**config.mk**
```make
export PLATFORM = sky130hd
export DESIGN_NAME = sha256_stream_ctrl
export DESIGN_NICKNAME = d
export VERILOG_FILES = /design/src/rtl/sha256_stream_ctrl.sv
export SDC_FILE = /design/constraint.sdc
export NUM_CORES = 2
export LEC_CHECK = 0
export CAP_MARGIN = 20
export CORE_AREA = 10 10 414 416
export DETAILED_ROUTE_END_ITERATION = 10
export DIE_AREA = 0 0 424 426
export GPL_TIMING_DRIVEN = 0
export PLACE_DENSITY = 0.52
export REMOVE_ABC_BUFFERS = 1
export SYNTH_ARGS = -nofsm -noshare
export SYNTH_HDL_FRONTEND = slang
export SYNTH_SLANG_ARGS = --single-unit
```
**constraint.sdc**
```tcl
create_clock -name clk -period 3.1 [get_ports clk]
set_clock_uncertainty 0.2 [all_clocks]
set_input_delay 0.775 -clock clk [delete_from_list [all_inputs] [get_ports clk]]
set_output_delay 0.775 -clock clk [all_outputs]
set_load 0.005 [all_outputs]
```
**src/rtl/sha256_stream_ctrl.sv**
```systemverilog
// sha256_stream_ctrl: streaming front-end for a SHA-256 compression core.
// Packs big-endian message words into 512-bit blocks, applies the FIPS 180-4
// padding (0x80 marker, zero fill, 64-bit bit length), sequences the core
// with init/next pulses and hands the final digest out on a valid/ready port.
module sha256_stream_ctrl #(
    parameter int CNT_W = 61
) (
    input  logic         clk,
    input  logic         reset_n,
    input  logic [31:0]  s_data,
    input  logic         s_valid,
    output logic         s_ready,
    input  logic         s_last,
    input  logic [1:0]   s_bytes,
    output logic         core_init,
    output logic         core_next,
    output logic [511:0] core_block,
    input  logic         core_ready,
    input  logic [255:0] core_digest,
    input  logic         core_digest_valid,
    output logic [255:0] m_digest,
    output logic         m_valid,
    input  logic         m_ready,
    output logic         busy
);

    typedef enum logic [2:0] {FILL, START, WAIT, EXTRA, OUT} state_t;

    state_t state, state_nx;

    // Ascending packed range puts word 0 in the top 32 bits of core_block.
    logic [0:15][31:0]  blk_buf;
    logic [3:0]         w_idx;
    logic [CNT_W-1:0]   byte_cnt;
    logic [CNT_W-1:0]   cnt_nx;
    logic               first;
    logic               last_blk;
    logic               need_extra;
    logic               mark_extra;
    logic [255:0]       digest_q;
    logic               busy_q;

    logic               acc;
    logic [2:0]         inc;
    logic [31:0]        last_word;
    logic               fits;
    logic [63:0]        len_now;
    logic [63:0]        len_cnt;

    // Message length in bits, zero-extended to the 64-bit length field.
    function automatic logic [63:0] bit_len(input logic [CNT_W-1:0] c);
        logic [63:0] l;
        l = '0;
        l[CNT_W+2:0] = {c, 3'b000};
        return l;
    endfunction

    // Accept/pad helpers for the word currently on the input stream.
    always_comb begin
        acc     = (state == FILL) && s_valid;
        inc     = (s_last && (s_bytes != 2'd0)) ? {1'b0, s_bytes} : 3'd4;
        cnt_nx  = byte_cnt + CNT_W'(inc);
        len_now = bit_len(cnt_nx);
        len_cnt = bit_len(byte_cnt);
        // Length field fits in words 14/15 only if the marker lands at or before word 13.
        fits    = ((s_bytes != 2'd0) && (w_idx <= 4'd13)) ||
                  ((s_bytes == 2'd0) && (w_idx <= 4'd12));
        case (s_bytes)
            2'd1:    last_word = {s_data[31:24], 24'h800000};
            2'd2:    last_word = {s_data[31:16], 16'h8000};
            2'd3:    last_word = {s_data[31:8],  8'h80};
            default: last_word = s_data;
        endcase
    end

    // State register.
    always_ff @(posedge clk or negedge reset_n) begin
        if (!reset_n) state <= FILL;
        else          state <= state_nx;
    end

    // Next-state and handshake/pulse outputs.
    always_comb begin
        state_nx  = state;
        s_ready   = 1'b0;
        core_init = 1'b0;
        core_next = 1'b0;
        m_valid   = 1'b0;
        case (state)
            FILL: begin
                s_ready = 1'b1;
                if (acc && (s_last || (w_idx == 4'd15))) state_nx = START;
            end
            START: begin
                if (core_ready) begin
                    core_init = first;
                    core_next = !first;
                    state_nx  = WAIT;
                end
            end
            WAIT: begin
                if (core_digest_valid) begin
                    if (last_blk)        state_nx = OUT;
                    else if (need_extra) state_nx = EXTRA;
                    else                 state_nx = FILL;
                end
            end
            EXTRA: state_nx = START;
            OUT: begin
                m_valid = 1'b1;
                if (m_ready) state_nx = FILL;
            end
            default: state_nx = FILL;
        endcase
    end

    // Block buffer, counters and message flags.
    always_ff @(posedge clk or negedge reset_n) begin
        if (!reset_n) begin
            blk_buf    <= '0;
            w_idx      <= '0;
            byte_cnt   <= '0;
            first      <= 1'b1;
            last_blk   <= 1'b0;
            need_extra <= 1'b0;
            mark_extra <= 1'b0;
            digest_q   <= '0;
            busy_q     <= 1'b0;
        end else begin
            case (state)
                FILL: begin
                    if (acc) begin
                        busy_q   <= 1'b1;
                        byte_cnt <= cnt_nx;
                        w_idx    <= w_idx + 4'd1;
                        if (s_last) begin
                            blk_buf[w_idx] <= last_word;
                            // Full last word: marker starts the following word.
                            if ((s_bytes == 2'd0) && (w_idx != 4'd15))
                                blk_buf[w_idx + 4'd1] <= 32'h80000000;
                            if (fits) begin
                                blk_buf[14] <= len_now[63:32];
                                blk_buf[15] <= len_now[31:0];
                                last_blk    <= 1'b1;
                            end else begin
                                last_blk   <= 1'b0;
                                need_extra <= 1'b1;
                                mark_extra <= (s_bytes == 2'd0) && (w_idx == 4'd15);
                            end
                        end else begin
                            blk_buf[w_idx] <= s_data;
                            last_blk       <= 1'b0;
                        end
                    end
                end
                START: begin
                    if (core_ready) first <= 1'b0;
                end
                WAIT: begin
                    if (core_digest_valid) begin
                        blk_buf <= '0;
                        w_idx   <= '0;
                        if (last_blk) digest_q <= core_digest;
                    end
                end
                EXTRA: begin
                    if (mark_extra) blk_buf[0] <= 32'h80000000;
                    blk_buf[14] <= len_cnt[63:32];
                    blk_buf[15] <= len_cnt[31:0];
                    last_blk    <= 1'b1;
                    need_extra  <= 1'b0;
                    mark_extra  <= 1'b0;
                end
                OUT: begin
                    if (m_ready) begin
                        byte_cnt <= '0;
                        first    <= 1'b1;
                        busy_q   <= 1'b0;
                        last_blk <= 1'b0;
                    end
                end
                default: ;
            endcase
        end
    end

    assign core_block = blk_buf;
    assign m_digest   = digest_q;
    assign busy       = busy_q;

endmodule

```
# Word level (Yosys, flattened, before mapping)
# Index checks and enable logic that the tools add are counted.
word_totals:
  inputBits: 297
  elab_cells: 139
  ff_bits: 841
  output_inout_bits: 773
op_classes:
  reduce_logical: 30
  n_lt_le_gt_ge: 6
  addsub: 2
  n_mux: 54
  n_eq_ne: 17
  n_bitwise: 5
ops:
  columns: ["operator", "n"]
  rows:
  - ["$mux W512", 4]
  - ["$bwmux W512", 2]
  - ["$pmux W416 S2", 1]
  - ["$and A496 B496 Y496", 1]
  - ["$not A496 Y496", 1]
  - ["$demux W32 S4", 2]
  - ["$pmux W64 S3", 1]
  - ["$mux W61", 2]
  - ["$pmux W61 S2", 1]
  - ["$mux W32", 3]
  - ["$pmux W32 S3", 1]
  - ["$pmux W24 S3", 1]
  - ["$mux W64", 1]
  - ["$add A61 B3 Y61", 1]
  - ["$mux W1", 19]
  - ["$mux W3", 6]
  - ["$reduce_and A3 Y1", 6]
  - ["$or A16 B16 Y16", 1]
  - ["$pmux W3 S5", 1]
  - ["$ne A2 B2 Y1 const B", 7]
  - ["$reduce_and A4 Y1", 3]
  - ["$ge A5 B5 Y1 const B", 2]
  - ["$lt A5 B1 Y1 const B", 2]
  - ["$not A4 Y5", 2]
  - ["22 further kinds", 43]

# Longest topological paths before layout
logic_depth:
  depth_word: 13
  ltp_mapped: 15
  depth_no_buf: 10

# Least setup slack after synthesis
# No wires, ideal clock.
synth_path:
  path_kind: "input -> register"
  from: "input s_last"
  to: "register blk_buf (netlist bit core_block[51])"
  arrival_ns: 3.948
  slack_ns: -1.176
  path_buffers: 4
  setup_ns: 0.128
  stages: 14
  required_time_ns: 2.772
  cell_sequence: "clkbuf_1 > clkbuf_1 > clkbuf_1 > clkbuf_1 > and2_1 > ha_1 > fa_1 > a21oi_1 > nor4_2 > nand4_2 > or4_1 > xnor2_1 > a221oi_1 > nor3_1"
synth_via:
  elab_chain_cells: 7
synth_lines:
  columns: ["element", "line_no", "source"]
  rows:
  - ["start: declaration", "13", "input logic s_last,"]
  - ["$logic_and A1 B1 Y1", "61", "inc = (s_last && (s_bytes != 2'd0)) ? {1'b0, s_bytes} : 3'd4;"]
  - ["$mux W3", "61", null]
  - ["$add A61 B3 Y61", "62", "cnt_nx = byte_cnt + CNT_W'(inc);"]
  - ["$mux W64", "141", "if (fits) begin"]
  - ["$mux W512 *", "136", "if (s_last) begin"]
  - ["$mux W512 *", "132", "if (acc) begin"]
  - ["$pmux W64 S3 *", "130", "case (state)"]
  - ["end signal: indexed assignment", "137", "blk_buf[w_idx] <= last_word;"]
  - ["end signal: indexed assignment", "151", "blk_buf[w_idx] <= s_data;"]
  - ["end: declaration", "32", "logic [0:15][31:0] blk_buf;"]
# Every way passes the cells marked *; elsewhere a longest branch is shown, timed or not. The select of a mux whose other input is x is not followed.
# A chain may end at the register's enable or synchronous reset.

# Worst setup path after layout
layout_path:
  from: "register state[1]"
  to: "register blk_buf (netlist bit core_block[10])"
layout_via:
  elab_chain_cells: 4
  elab_cells_between_ends: 9
  classes_between: "4 x eq/ne; 1 x mux; 4 x reduce/logical"
layout_lines:
  columns: ["element", "line_no", "source"]
  rows:
  - ["start: declaration", "29", "state_t state, state_nx;"]
  - ["start signal: assignment", "79", "else state <= state_nx;"]
  - ["$logic_not A3 Y1", "60, 130", null]
  - ["$logic_and A1 B1 Y1", "60", "acc = (state == FILL) && s_valid;"]
  - ["$ne A2 B2 Y1 (no line)", null, null]
  - ["$reduce_and A3 Y1 (no line)", null, null]
# Several ways; a longest one is shown, not always the timed one.

==> impl_metrics.yaml <==
yosys:
  netlist_instances: 3970
  ys_warn_count: 0
  synth_ff_type: "dfrtp_1"
  syn_area_per_cell_um2: 9.83
  ys_top_cells_by_area: "dfrtp_1 54%, mux2_2 7.4%, o21ai_0 6.5%"
  async_flop_share_pct: 100
  ys_seq_elements: 841
  synth_top_area_share_pct: 53.8
  synth.cell_area_um2: 39000
  synth_edf_count: 0
  yosysUniqueCellTypes: 82
  synth.yosys.seq_area_share_pct: 53.9
  synth_top_area_cell: "dfrtp_1"
grt:
  busiest_layer: "met2"
  grt_pass1_wl_um: 320000
  grt-ovfl-total: 0
  grt_util_met3_pct: 5.34
  grtUsageMet2_pct: 44.5
  grt_pass1_vias: 36717
  grtUsageMet1_pct: 26.8
  grt_max_degree: 118
  gr-usage-all-layers_pct: 25.1
  antenna_found_initial: 29
sta:
  tightestPinTransition_ns: 1.29
  finalCriticalPeriod_ns: 3.13
  setup_ws_ns: -0.0270
  fmax_mhz: 320
  finalSetupViolCount: 1
  hold_viol: 0
  slew_viol_final: 0
  whs_ns: 0.234
  maxSlewHeadroom_pct: 14.0
  finalCritPeriodShare_pct: 101
hold_path:
  worstHoldPathCells: 3
  min_from: "s_last"
  min_path_type: "input pin to register"
  worstHoldEndpoint: "state[0]"
floorplanning:
  ios: 1070
  die-area_um2: 181000
  core_area_um2: 163000
  rows: 148
  die_y_um: 426
  die_w_um: 424
  initial_core_util_pct: 24.0
route:
  firstDrtPassIters: 6
  via_count: 37793
  initialDrtViolationCount: 3586
  viasPerCell: 5.23
  routed_wl_um: 238000
  drcViolationCount: 0
  ant_nets: 0
  wire_per_inst_um: 33.0
clock_tree:
  numCtsBuffers: 101
  cts_tree: "built"
  htreeDepth: 3
  clockBufferDepth: 3
  clock_latency_ns: 0.75
  cts.sinks: 841
  path_clk_slew_ns: 0.06
  cts_root_buf: "clkbuf_16"
setup_path:
  path_depth: 8
  worstPathBufferInverterCount: 2
  worst_r2r_endpoint: "core_block[10]"
  critical_path_arrival_ns: 3.57
  worstPathRequired_ns: 3.54
  max_stage_delay_ns: 0.57
  critPathLaunchType: "register"
  reg2reg_depth: 8
  slowest_stage: "or3b_2"
  path_delay_family: "simple AND/OR/NAND/NOR gates"
  end_kind: "register"
  path_cells: "buf_4, or3b_2, nor3_4, buf_6, nand2_1, o21ai_0, a21oi_1, nand3_1"
  rrSetupSlack_ns: -0.03
  rr_startpoint: "state[1]"
  path_max_fanout: 11
  worstSetupPathType: "register to register"
pwr:
  p_total_uw: 54700
  peakVddDrop_mv: 0.592
  total_leakage_power_uw: 0.0238
  power.density_nw_per_um2: 938
finish:
  layout.nets: 5262
  fillers: 16493
  drive_gt1_share_pct: 15.4
  multiInputGateArea_um2: 17700
  area_delta_synth_final_pct: 49.5
  seq_area_um2: 21100
placed_design:
  hpwlAfterDp_um: 181000
  gp_congestion: 0.873
  port_buffers: 1069
outcome:
  violations: "setup timing"
  status: "complete, but fails checks"
run:
  drv_cap: 0
-- cell families (layout without fill, tap and decap cells) --
family	count (synthesis)	in the layout	synth area share, %
XOR/XNOR	40	40	0.897
buffers and inverters	364	1426	3.82
adder cells (fa/ha/maj)	10	10	0.340
AND/OR/NAND/NOR	1129	1137	12.6
flip-flops	841	841	53.9
other	0	12	0
AO/OA/AOI/OAI	1322	1323	20.9
multiplexers	264	264	7.59
-- timing repair --
action                                  in CTS  in global routing
pin swaps                                   21                  9
buffers inserted                            44                 13
endpoints found under the setup margin     828                484
gates cloned                                16                  2
resized for setup                          183                 42
hold endpoints to repair                    37                  0
hold buffers                                 1                  0
-- tightest hold or removal path: cells and delay by family --
| family | cells | cell delay [ns] |
|---|---|---|
| AND/OR/NAND/NOR | 1 | 0.11 |
| AO/OA/AOI/OAI | 1 | 0.09 |
| buffers and inverters | 1 | 0.16 |
-- cells in the mapped netlist, types with 10 or more instances --
cell type,count
dfrtp_1,840
nand2_1,578
o21ai_0,508
a21oi_1,353
nor2_1,304
clkbuf_1,266
mux2_2,256
a22o_1,132
o22a_1,60
nand3_1,49
nor3_1,38
and2_1,32
buf_2,31
o31ai_1,31
a221oi_1,30
a211oi_1,28
buf_1,26
inv_1,24
nand4_1,24
xor2_1,22
o2bb2ai_1,21
a22oi_1,18
xnor2_1,18
a21o_1,17
a31oi_1,16
and3_1,16
a221o_1,14
and2_0,13
nor4_1,12
o22ai_1,12
a311oi_1,10
nor2b_1,10
o211ai_1,10
-- power breakdown --
part | switching, µW | internal, µW
logic | 13500 | 11600
registers | 2270 | 14500
clock network | 5340 | 7530
total | 21100 | 33600
-- routing by layer --
layer / share of wire [%] / up-vias
li1: - / 16197
met1: 34 / 19094
met2: 50 / 1953
met3: 7.6 / 521
met4: 7.6 / 28
met5: 0.076 / -
-- through the flow --
step                      setup WS [ns]  instance area, µm²  util, %  setup TNS [ns]  cells
final                           -0.0270               58400     35.9         -0.0270   7228
after global routing           -0.00551               58400     35.9         -0.0122   7217
after CTS                        -0.228               57900     35.6          -0.358   7199
after detailed placement          -2.53               52900     32.6        -1091.90   6949
after global placement           -41.13               51100     31.4               -   6874
after floorplan                   -6.19               37600        -        -2531.59   3630
-- worst max path at each step --
stage | startpoint | endpoint
final | state[1] | core_block[10]
after global routing | state[1] | core_block[53]
after CTS | state[1] | core_init
after detailed placement | s_bytes[1] | core_block[51]
after global placement | reset_n | m_digest[137]
after floorplan | state[1] | m_digest[0]
-- state kept, by name, indices dropped and copies added, names as in the netlist --
register,cells
first,1
busy,1
mark_extra,1
w_idx,4
last_blk,1
state,3
core_block,512
byte_cnt,61
m_digest,256
need_extra,1
-- placed cells by master, fill, tap and decap left out, types with 42 or more instances in the layout --
| cell | Yosys | final |
|---|---|---|
| clkbuf_16 | 0 | 104 |
| mux2_2 | 256 | 256 |
| dfrtp_1 | 840 | 833 |
| a21oi_1 | 353 | 344 |
| o21ai_0 | 508 | 492 |
| nor2_1 | 304 | 264 |
| o22a_1 | 60 | 60 |
| nand2_1 | 578 | 560 |
| clkdlybuf4s50_1 | 0 | 1060 |
| buf_4 | 4 | 53 |
| nand3_1 | 49 | 42 |
| a22o_1 | 132 | 132 |
-- layout make-up --
type,count,share of cell area [%]
timing repair buffer,1213,22.5
tap,2175,4.66
sequential,841,36.1
inverter,24,0.161
clock buffer,147,5.09
multi-input combinational,2774,30.4
clock inverter,42,1.07
antenna,12,0.0514
Note: power is estimated with default switching activity, not from simulation.
